--- src/rtl/mem_axi_pkg.sv ---
// rtl/mem_axi_pkg.sv - shared types and constants for mem_axi_master_bridge
//
// Holds the bridge FSM state encoding and the AXI response codes, so the
// design and anything that inspects it agree on the values.
package mem_axi_pkg;

  typedef enum logic [2:0] {
    IDLE    = 3'd0,
    WRITE   = 3'd1,
    WR_RESP = 3'd2,
    READ    = 3'd3,
    RD_DATA = 3'd4,
    DONE    = 3'd5
  } state_t;

  localparam logic [1:0] AXI_RESP_OKAY   = 2'b00;
  localparam logic [1:0] AXI_RESP_EXOKAY = 2'b01;
  localparam logic [1:0] AXI_RESP_SLVERR = 2'b10;
  localparam logic [1:0] AXI_RESP_DECERR = 2'b11;

endpackage

--- src/rtl/mem_axi_master_bridge.sv ---
// rtl/mem_axi_master_bridge.sv - memory req/gnt/rvalid port to AXI4-Lite master bridge
//
// Purpose: lets a core or DMA with a simple memory port issue AXI4-Lite
// transactions. Exactly one transaction is in flight; the next request is
// granted only after the previous one has signalled rvalid_o.
//
// Ports:
//   clk_i, rst_i                  clock, asynchronous active-high reset
//   req_i / gnt_o                 memory request, combinational grant (IDLE only)
//   we_i, addr_i, wdata_i, be_i   request attributes, sampled on grant
//   rvalid_o, rdata_o, err_o      one-cycle completion pulse, read data, error
//   aw_* / w_* / b_*              AXI4-Lite write address, data, response
//   ar_* / r_*                    AXI4-Lite read address, data
module mem_axi_master_bridge
  import mem_axi_pkg::*;
#(
  parameter int                MEM_AW    = 16,
  parameter int                AXI_AW    = 32,
  parameter int                DW        = 32,
  parameter logic [AXI_AW-1:0] ADDR_BASE = '0
) (
  input  logic              clk_i,
  input  logic              rst_i,

  input  logic              req_i,
  output logic              gnt_o,
  input  logic              we_i,
  input  logic [MEM_AW-1:0] addr_i,
  input  logic [DW-1:0]     wdata_i,
  input  logic [DW/8-1:0]   be_i,
  output logic              rvalid_o,
  output logic [DW-1:0]     rdata_o,
  output logic              err_o,

  output logic [AXI_AW-1:0] aw_addr_o,
  output logic              aw_valid_o,
  input  logic              aw_ready_i,

  output logic [DW-1:0]     w_data_o,
  output logic [DW/8-1:0]   w_strb_o,
  output logic              w_valid_o,
  input  logic              w_ready_i,

  input  logic [1:0]        b_resp_i,
  input  logic              b_valid_i,
  output logic              b_ready_o,

  output logic [AXI_AW-1:0] ar_addr_o,
  output logic              ar_valid_o,
  input  logic              ar_ready_i,

  input  logic [DW-1:0]     r_data_i,
  input  logic [1:0]        r_resp_i,
  input  logic              r_valid_i,
  output logic              r_ready_o
);

  state_t              r_state;
  state_t              w_state_nxt;

  logic [AXI_AW-1:0]   r_axi_addr;
  logic [DW-1:0]       r_wdata;
  logic [DW/8-1:0]     r_be;
  logic [DW-1:0]       r_rdata;
  logic                r_err;
  logic                r_aw_done;
  logic                r_w_done;

  logic                w_grant;
  logic                w_aw_hs;
  logic                w_w_hs;
  logic                w_b_hs;
  logic                w_ar_hs;
  logic                w_r_hs;
  logic                w_wr_both;

  // Handshakes are decoded from registered state only, so no input-to-valid
  // combinational path exists on the AXI side.
  assign w_grant   = (r_state == IDLE) && req_i;
  assign w_aw_hs   = (r_state == WRITE) && !r_aw_done && aw_ready_i;
  assign w_w_hs    = (r_state == WRITE) && !r_w_done && w_ready_i;
  assign w_b_hs    = (r_state == WR_RESP) && b_valid_i;
  assign w_ar_hs   = (r_state == READ) && ar_ready_i;
  assign w_r_hs    = (r_state == RD_DATA) && r_valid_i;

  // AW and W may complete in either order or together; the write phase ends
  // once both have been seen, counting a handshake happening this cycle.
  assign w_wr_both = (r_aw_done || w_aw_hs) && (r_w_done || w_w_hs);

  // State register.
  always_ff @(posedge clk_i or posedge rst_i) begin
    if (rst_i) begin
      r_state <= IDLE;
    end else begin
      r_state <= w_state_nxt;
    end
  end

  // Next-state logic.
  always_comb begin
    w_state_nxt = r_state;
    case (r_state)
      IDLE: begin
        if (req_i) begin
          w_state_nxt = we_i ? WRITE : READ;
        end
      end
      WRITE: begin
        if (w_wr_both) begin
          w_state_nxt = WR_RESP;
        end
      end
      WR_RESP: begin
        if (b_valid_i) begin
          w_state_nxt = DONE;
        end
      end
      READ: begin
        if (ar_ready_i) begin
          w_state_nxt = RD_DATA;
        end
      end
      RD_DATA: begin
        if (r_valid_i) begin
          w_state_nxt = DONE;
        end
      end
      DONE: begin
        w_state_nxt = IDLE;
      end
      default: begin
        w_state_nxt = IDLE;
      end
    endcase
  end

  // Output decode. Valids are pure functions of state and the per-channel
  // done flags, so reset clears them asynchronously together with the state.
  always_comb begin
    gnt_o      = 1'b0;
    aw_valid_o = 1'b0;
    w_valid_o  = 1'b0;
    b_ready_o  = 1'b0;
    ar_valid_o = 1'b0;
    r_ready_o  = 1'b0;
    rvalid_o   = 1'b0;
    err_o      = 1'b0;
    case (r_state)
      IDLE: begin
        gnt_o = req_i;
      end
      WRITE: begin
        aw_valid_o = !r_aw_done;
        w_valid_o  = !r_w_done;
      end
      WR_RESP: begin
        b_ready_o = 1'b1;
      end
      READ: begin
        ar_valid_o = 1'b1;
      end
      RD_DATA: begin
        r_ready_o = 1'b1;
      end
      DONE: begin
        rvalid_o = 1'b1;
        err_o    = r_err;
      end
      default: begin
        gnt_o = 1'b0;
      end
    endcase
  end

  // Request capture and response capture. Request fields only change on a
  // grant, which keeps AXI address/data stable while valid is pending.
  always_ff @(posedge clk_i or posedge rst_i) begin
    if (rst_i) begin
      r_axi_addr <= '0;
      r_wdata    <= '0;
      r_be       <= '0;
      r_rdata    <= '0;
      r_err      <= 1'b0;
      r_aw_done  <= 1'b0;
      r_w_done   <= 1'b0;
    end else begin
      if (w_grant) begin
        r_axi_addr <= AXI_AW'(addr_i) | ADDR_BASE;
        r_wdata    <= wdata_i;
        r_be       <= be_i;
        r_aw_done  <= 1'b0;
        r_w_done   <= 1'b0;
      end
      if (w_aw_hs) begin
        r_aw_done <= 1'b1;
      end
      if (w_w_hs) begin
        r_w_done <= 1'b1;
      end
      if (w_b_hs) begin
        r_err <= (b_resp_i != AXI_RESP_OKAY);
      end
      // rdata_o keeps the last read value across writes.
      if (w_r_hs) begin
        r_rdata <= r_data_i;
        r_err   <= (r_resp_i != AXI_RESP_OKAY);
      end
    end
  end

  assign aw_addr_o = r_axi_addr;
  assign ar_addr_o = r_axi_addr;
  assign w_data_o  = r_wdata;
  assign w_strb_o  = r_be;
  assign rdata_o   = r_rdata;

endmodule
--- config.mk ---
export PLATFORM = sky130hd
export DESIGN_NAME = mem_axi_master_bridge
export DESIGN_NICKNAME = d
export VERILOG_FILES = /design/src/rtl/mem_axi_pkg.sv /design/src/rtl/mem_axi_master_bridge.sv
export SDC_FILE = /design/constraint.sdc
export NUM_CORES = 1
export LEC_CHECK = 0
export ABC_AREA = 0
export CAP_MARGIN = 40
export CORE_ASPECT_RATIO = 1.2
export CORE_MARGIN = 8
export CORE_UTILIZATION = 34
export CTS_CLUSTER_SIZE = 16
export DETAILED_ROUTE_END_ITERATION = 16
export PLACE_DENSITY = 0.72
export RECOVER_POWER = 100
export SLEW_MARGIN = 20
export SYNTH_ARGS = -nofsm -noshare
export SYNTH_HDL_FRONTEND = slang
export SYNTH_SLANG_ARGS = --single-unit
--- constraint.sdc ---
create_clock -name clk_i -period 2.84 [get_ports clk_i]
set_input_delay 0.71 -clock clk_i [delete_from_list [all_inputs] [get_ports clk_i]]
set_output_delay 0.71 -clock clk_i [all_outputs]
set_load 0.01 [all_outputs]
After elaboration in Yosys (flattened, before gate mapping)
Cells that the tools add are included.
- register bits: 90
- bits of input ports: 97
- output and inout port bits: 140
- equality and inequality tests: 10
- mux-type cells: 20
- reductions and logical operators: 19
- operators by type and width (operator ; number):
    2-to-1 mux 3 bit ; 5
    case mux 3 bit (5 select lines) ; 1
    2-to-1 mux 1 bit ; 13
    != test 2 bit (second input constant) ; 5
    nonzero test 2 bit ; 5
    logical AND 1 bit ; 8
    equality test 3 x 2 -> 1 bit (second input constant) ; 2
    equality test 3 bit (second input constant) ; 2
    AND reduction 5 bit ; 1
    equality test 3 x 1 -> 1 bit (second input constant) ; 1
    zero test 3 bit ; 1
    zero test 1 bit ; 2
    logical OR 1 bit ; 2
    2-to-1 mux 2 bit ; 1

Depth between registers and ports, before layout
- depth after elaboration: 7
- gate-level depth with buffers: 7
- mapped depth without buffers: 4

Least setup slack after synthesis
Ideal clock, no wire load.
- path type: input to output
- start point: in req_i
- end point: out gnt_o
- arrival: 1.144 ns
- required time: 2.130 ns
- setup slack: 0.986 ns
- cell stages on the path: 3
- buffers on the path: 1
- cells stage by stage: nand3b_1 -> inv_2 -> buf_6
- word-level cells in the longest chain between the ends: 1
- ends and longest elaborated chain (what ; line ; RTL):
    start, declared ; mem_axi_master_bridge.sv:25 ; input logic req_i,
    2-to-1 mux 1 bit ; mem_axi_master_bridge.sv:148 ; case (r_state)
    end, declared ; mem_axi_master_bridge.sv:26 ; output logic gnt_o,
Every way passes these cells.

Final worst setup path
- start point: reg r_state[0]
- end point: out w_valid_o
- word-level cells in the longest chain between the ends: 2
- ends and longest elaborated chain (what ; line ; RTL):
    start, declared ; mem_axi_master_bridge.sv:58 ; state_t r_state;
    start signal, assigned ; mem_axi_master_bridge.sv:95 ; r_state <= w_state_nxt;
    equality test 3 x 1 -> 1 bit ; mem_axi_master_bridge.sv:148 ;
    2-to-1 mux 1 bit ; mem_axi_master_bridge.sv:148 ;
    end, declared ; mem_axi_master_bridge.sv:41 ; output logic w_valid_o,
Every way passes these cells.

==> results_dict.tcl <==
set metrics [dict create \
    powerDensity_mw_per_mm2 1050 \
    synth-xor-area-share_pct 0 \
    synth_flop_cell "dfrtp_1" \
    synth_edf_count 0 \
    post-route-drc-count 0 \
    vias 2708 \
    period_share_pct 95.6 \
    ant_nets 0 \
    synth_top_family_by_area "multiplexers" \
    cp_max_fo 9 \
    cts_root_buf "clkbuf_16" \
    synth_warnings 0 \
    rows 43 \
    place_inst 610 \
    antenna_found_initial 0 \
    start_util_pct 34.9 \
    cts_max_level 3 \
    vias_per_cell 4.33 \
    layout-drive-gt1-share_pct 17.3 \
    portBuffers 204 \
    overflow 0 \
    synthMuxAreaShare_pct 26.4 \
    rr_startpoint "r_state[1]" \
    netlist.area_leader.share_pct 55.8 \
    avgRoutedWirePerCell_um 16.8 \
    setup_viol 0 \
    cts_setup_buffers 0 \
    synth_fa_ha_area_share_pct 0 \
    ys_seq_area_share_pct 55.8 \
    grt_use_total_pct 13.3 \
    finalSetupTns_ns 0 \
    layout.cells.non_filler 626 \
    period_needed_ns 2.72 \
    hold_path.class "flip-flop to flip-flop" \
    hold_viol_final 0 \
    die_area_mm2 0.0156 \
    crit_required_ns 2.13 \
    clk_latency_ns 0.34 \
    arrival_ns 2.01 \
    fin_nets 561 \
    fp.dieW_um 115 \
    status "finished clean" \
    synth_common_cells "dfrtp_1, mux2_2, buf_4, mux2_4, buf_6" \
    ys_ff_latch 90 \
    postSynthAreaPerCell_um2 14.7 \
    cts_made_buffers 9 \
    rsz0062_at_grt "false" \
    worst_pin_slew_ns 1.28 \
    grt_max_degree 91 \
    synth.most_common_cell "dfrtp_1" \
    clockBufferDepth 2 \
    rrSetupSlack_ns 0.41 \
    grt_pass1_vias 3028 \
    power_leakage_nw 2.64 \
    synth_area_leader_cell "dfrtp_1" \
    ir_drop_uv 375 \
    cts_sinks 90 \
    total_power_mw 6.49 \
    finalClockSkew_ns 0.00716 \
    endpoint_kind "output port" \
    cp-startpoint "r_state[0]" \
    path_clk_slew_ns 0.06 \
    synth_area_leaders "dfrtp_1, mux2_2, mux2_4" \
    synthToLayoutAreaGrowth_pct 52.4 \
    critical_path_class "flip-flop to output port" \
    synth_compound_area_share_pct 2.14 \
    antenna_cells 0 \
    finalWirelength_um 10500 \
    cts_tree "yes" \
    synthSimpleGateAreaFrac_pct 3.22 \
    drt_iter0_markers 80 \
    drtPass1Iterations 4 \
    ys_types 28 \
    core_area_mm2 0.0116 \
    synthCells 274 \
    die_y_um 135 \
    r2r_end "w_data_o[19]" \
    async_reset_ff_share_pct 100 \
    final_max_slew_viol_count 0 \
    start_kind "flip-flop" \
    min_delay_worst_endpoint "rdata_o[4]" \
    dpl.hpwl_um 8310 \
    cap_violations 0 \
    syn_area_mm2 0.00404 \
    hold_ws_ns 0.479 \
    max_slew_margin_pct 14.5 \
    fmax_mhz 368 \
    reg2reg_depth 5 \
    hold_path.startpoint "rdata_o[4]" \
    boundaryPins 237 \
    place_congestion 0.753 \
    hold_depth 1 \
    grt_pass1_wl_um 16200 \
]
per-layer routing:
| metal | share of wire, % | GRT usage (%) |
|---|---|---|
| met1 | 37 | 14.2 |
| met5 | 0 | 0 |
| met4 | 2.2 | 6.88 |
| met2 | 48 | 21.7 |
| met3 | 13 | 5.93 |
power by group:
group	internal, mW	switching, mW
Clock	0.784	0.510
Combinational	1.72	1.17
Sequential	1.93	0.374
cells by family after synthesis:
family,Yosys count
DFF,90
muxes,85
buffers and inverters,64
and+or+nand+nor,22
AOI/OAI and AO/OA,12
other,1
state kept, by name (all words and copies together) (netlist names):
name	cells
rdata_o	32
w_data_o	32
ar_addr_o	16
w_strb_o	4
r_state	3
r_aw_done	1
r_err	1
r_w_done	1
worst max path at each step:
stage,slack (ns),depth (start not counted),to
floorplan,0.99,3,gnt_o
global placement,0.15,4,gnt_o
detailed placement,0.12,4,gnt_o
CTS,0.10,4,w_valid_o
global route,0.009,4,w_valid_o
finish,0.12,4,w_valid_o
worst max-delay path: stages (launching register included):
cell and delay (ns):
dfrtp_2 0.47, inv_1 0.11, or3_1 0.40, nor2_1 0.14, clkdlybuf4s50_1 0.56
repair_timing:
action,4_1_cts,5_1_grt
resized for setup,1,1
hold buffers,0,0
endpoints found under the setup margin,2,1
placed cells by master (no fill, tap or decap), types with 3 or more instances in the layout:
cell / synthesis / final
dlygate4sd3_1: 0 / 106
clkdlybuf4s50_1: 0 / 98
dfrtp_1: 90 / 89
mux2_2: 56 / 55
conb_1: 1 / 32
mux2_1: 0 / 28
clkbuf_16: 0 / 9
nor3_1: 4 / 4
nor2_1: 4 / 4
a21oi_1: 2 / 3
nand2_1: 3 / 3
o21ai_0: 3 / 3
through the flow:
| stage | instance area (um2) | setup slack [ns] | util, % |
|---|---|---|---|
| after floorplan | 4160 | 0.986 | - |
| after global placement | 5970 | 0.150 | 51.6 |
| after detailed placement | 5970 | 0.120 | 51.6 |
| after CTS | 6290 | 0.105 | 54.4 |
| after global routing | 6160 | 0.00889 | 53.2 |
| final | 6160 | 0.124 | 53.2 |
area by class of cell:
cell class / instances / area, um2
multi-input combinational: 151 / 1300
tap: 157 / 196
inverter: 4 / 18.8
clock buffer: 10 / 229
sequential: 90 / 2250
fill: 1006 / 5410
clock inverter: 6 / 96.3
timing repair buffer: 208 / 2060
Power figures use the tool's default switching activity.
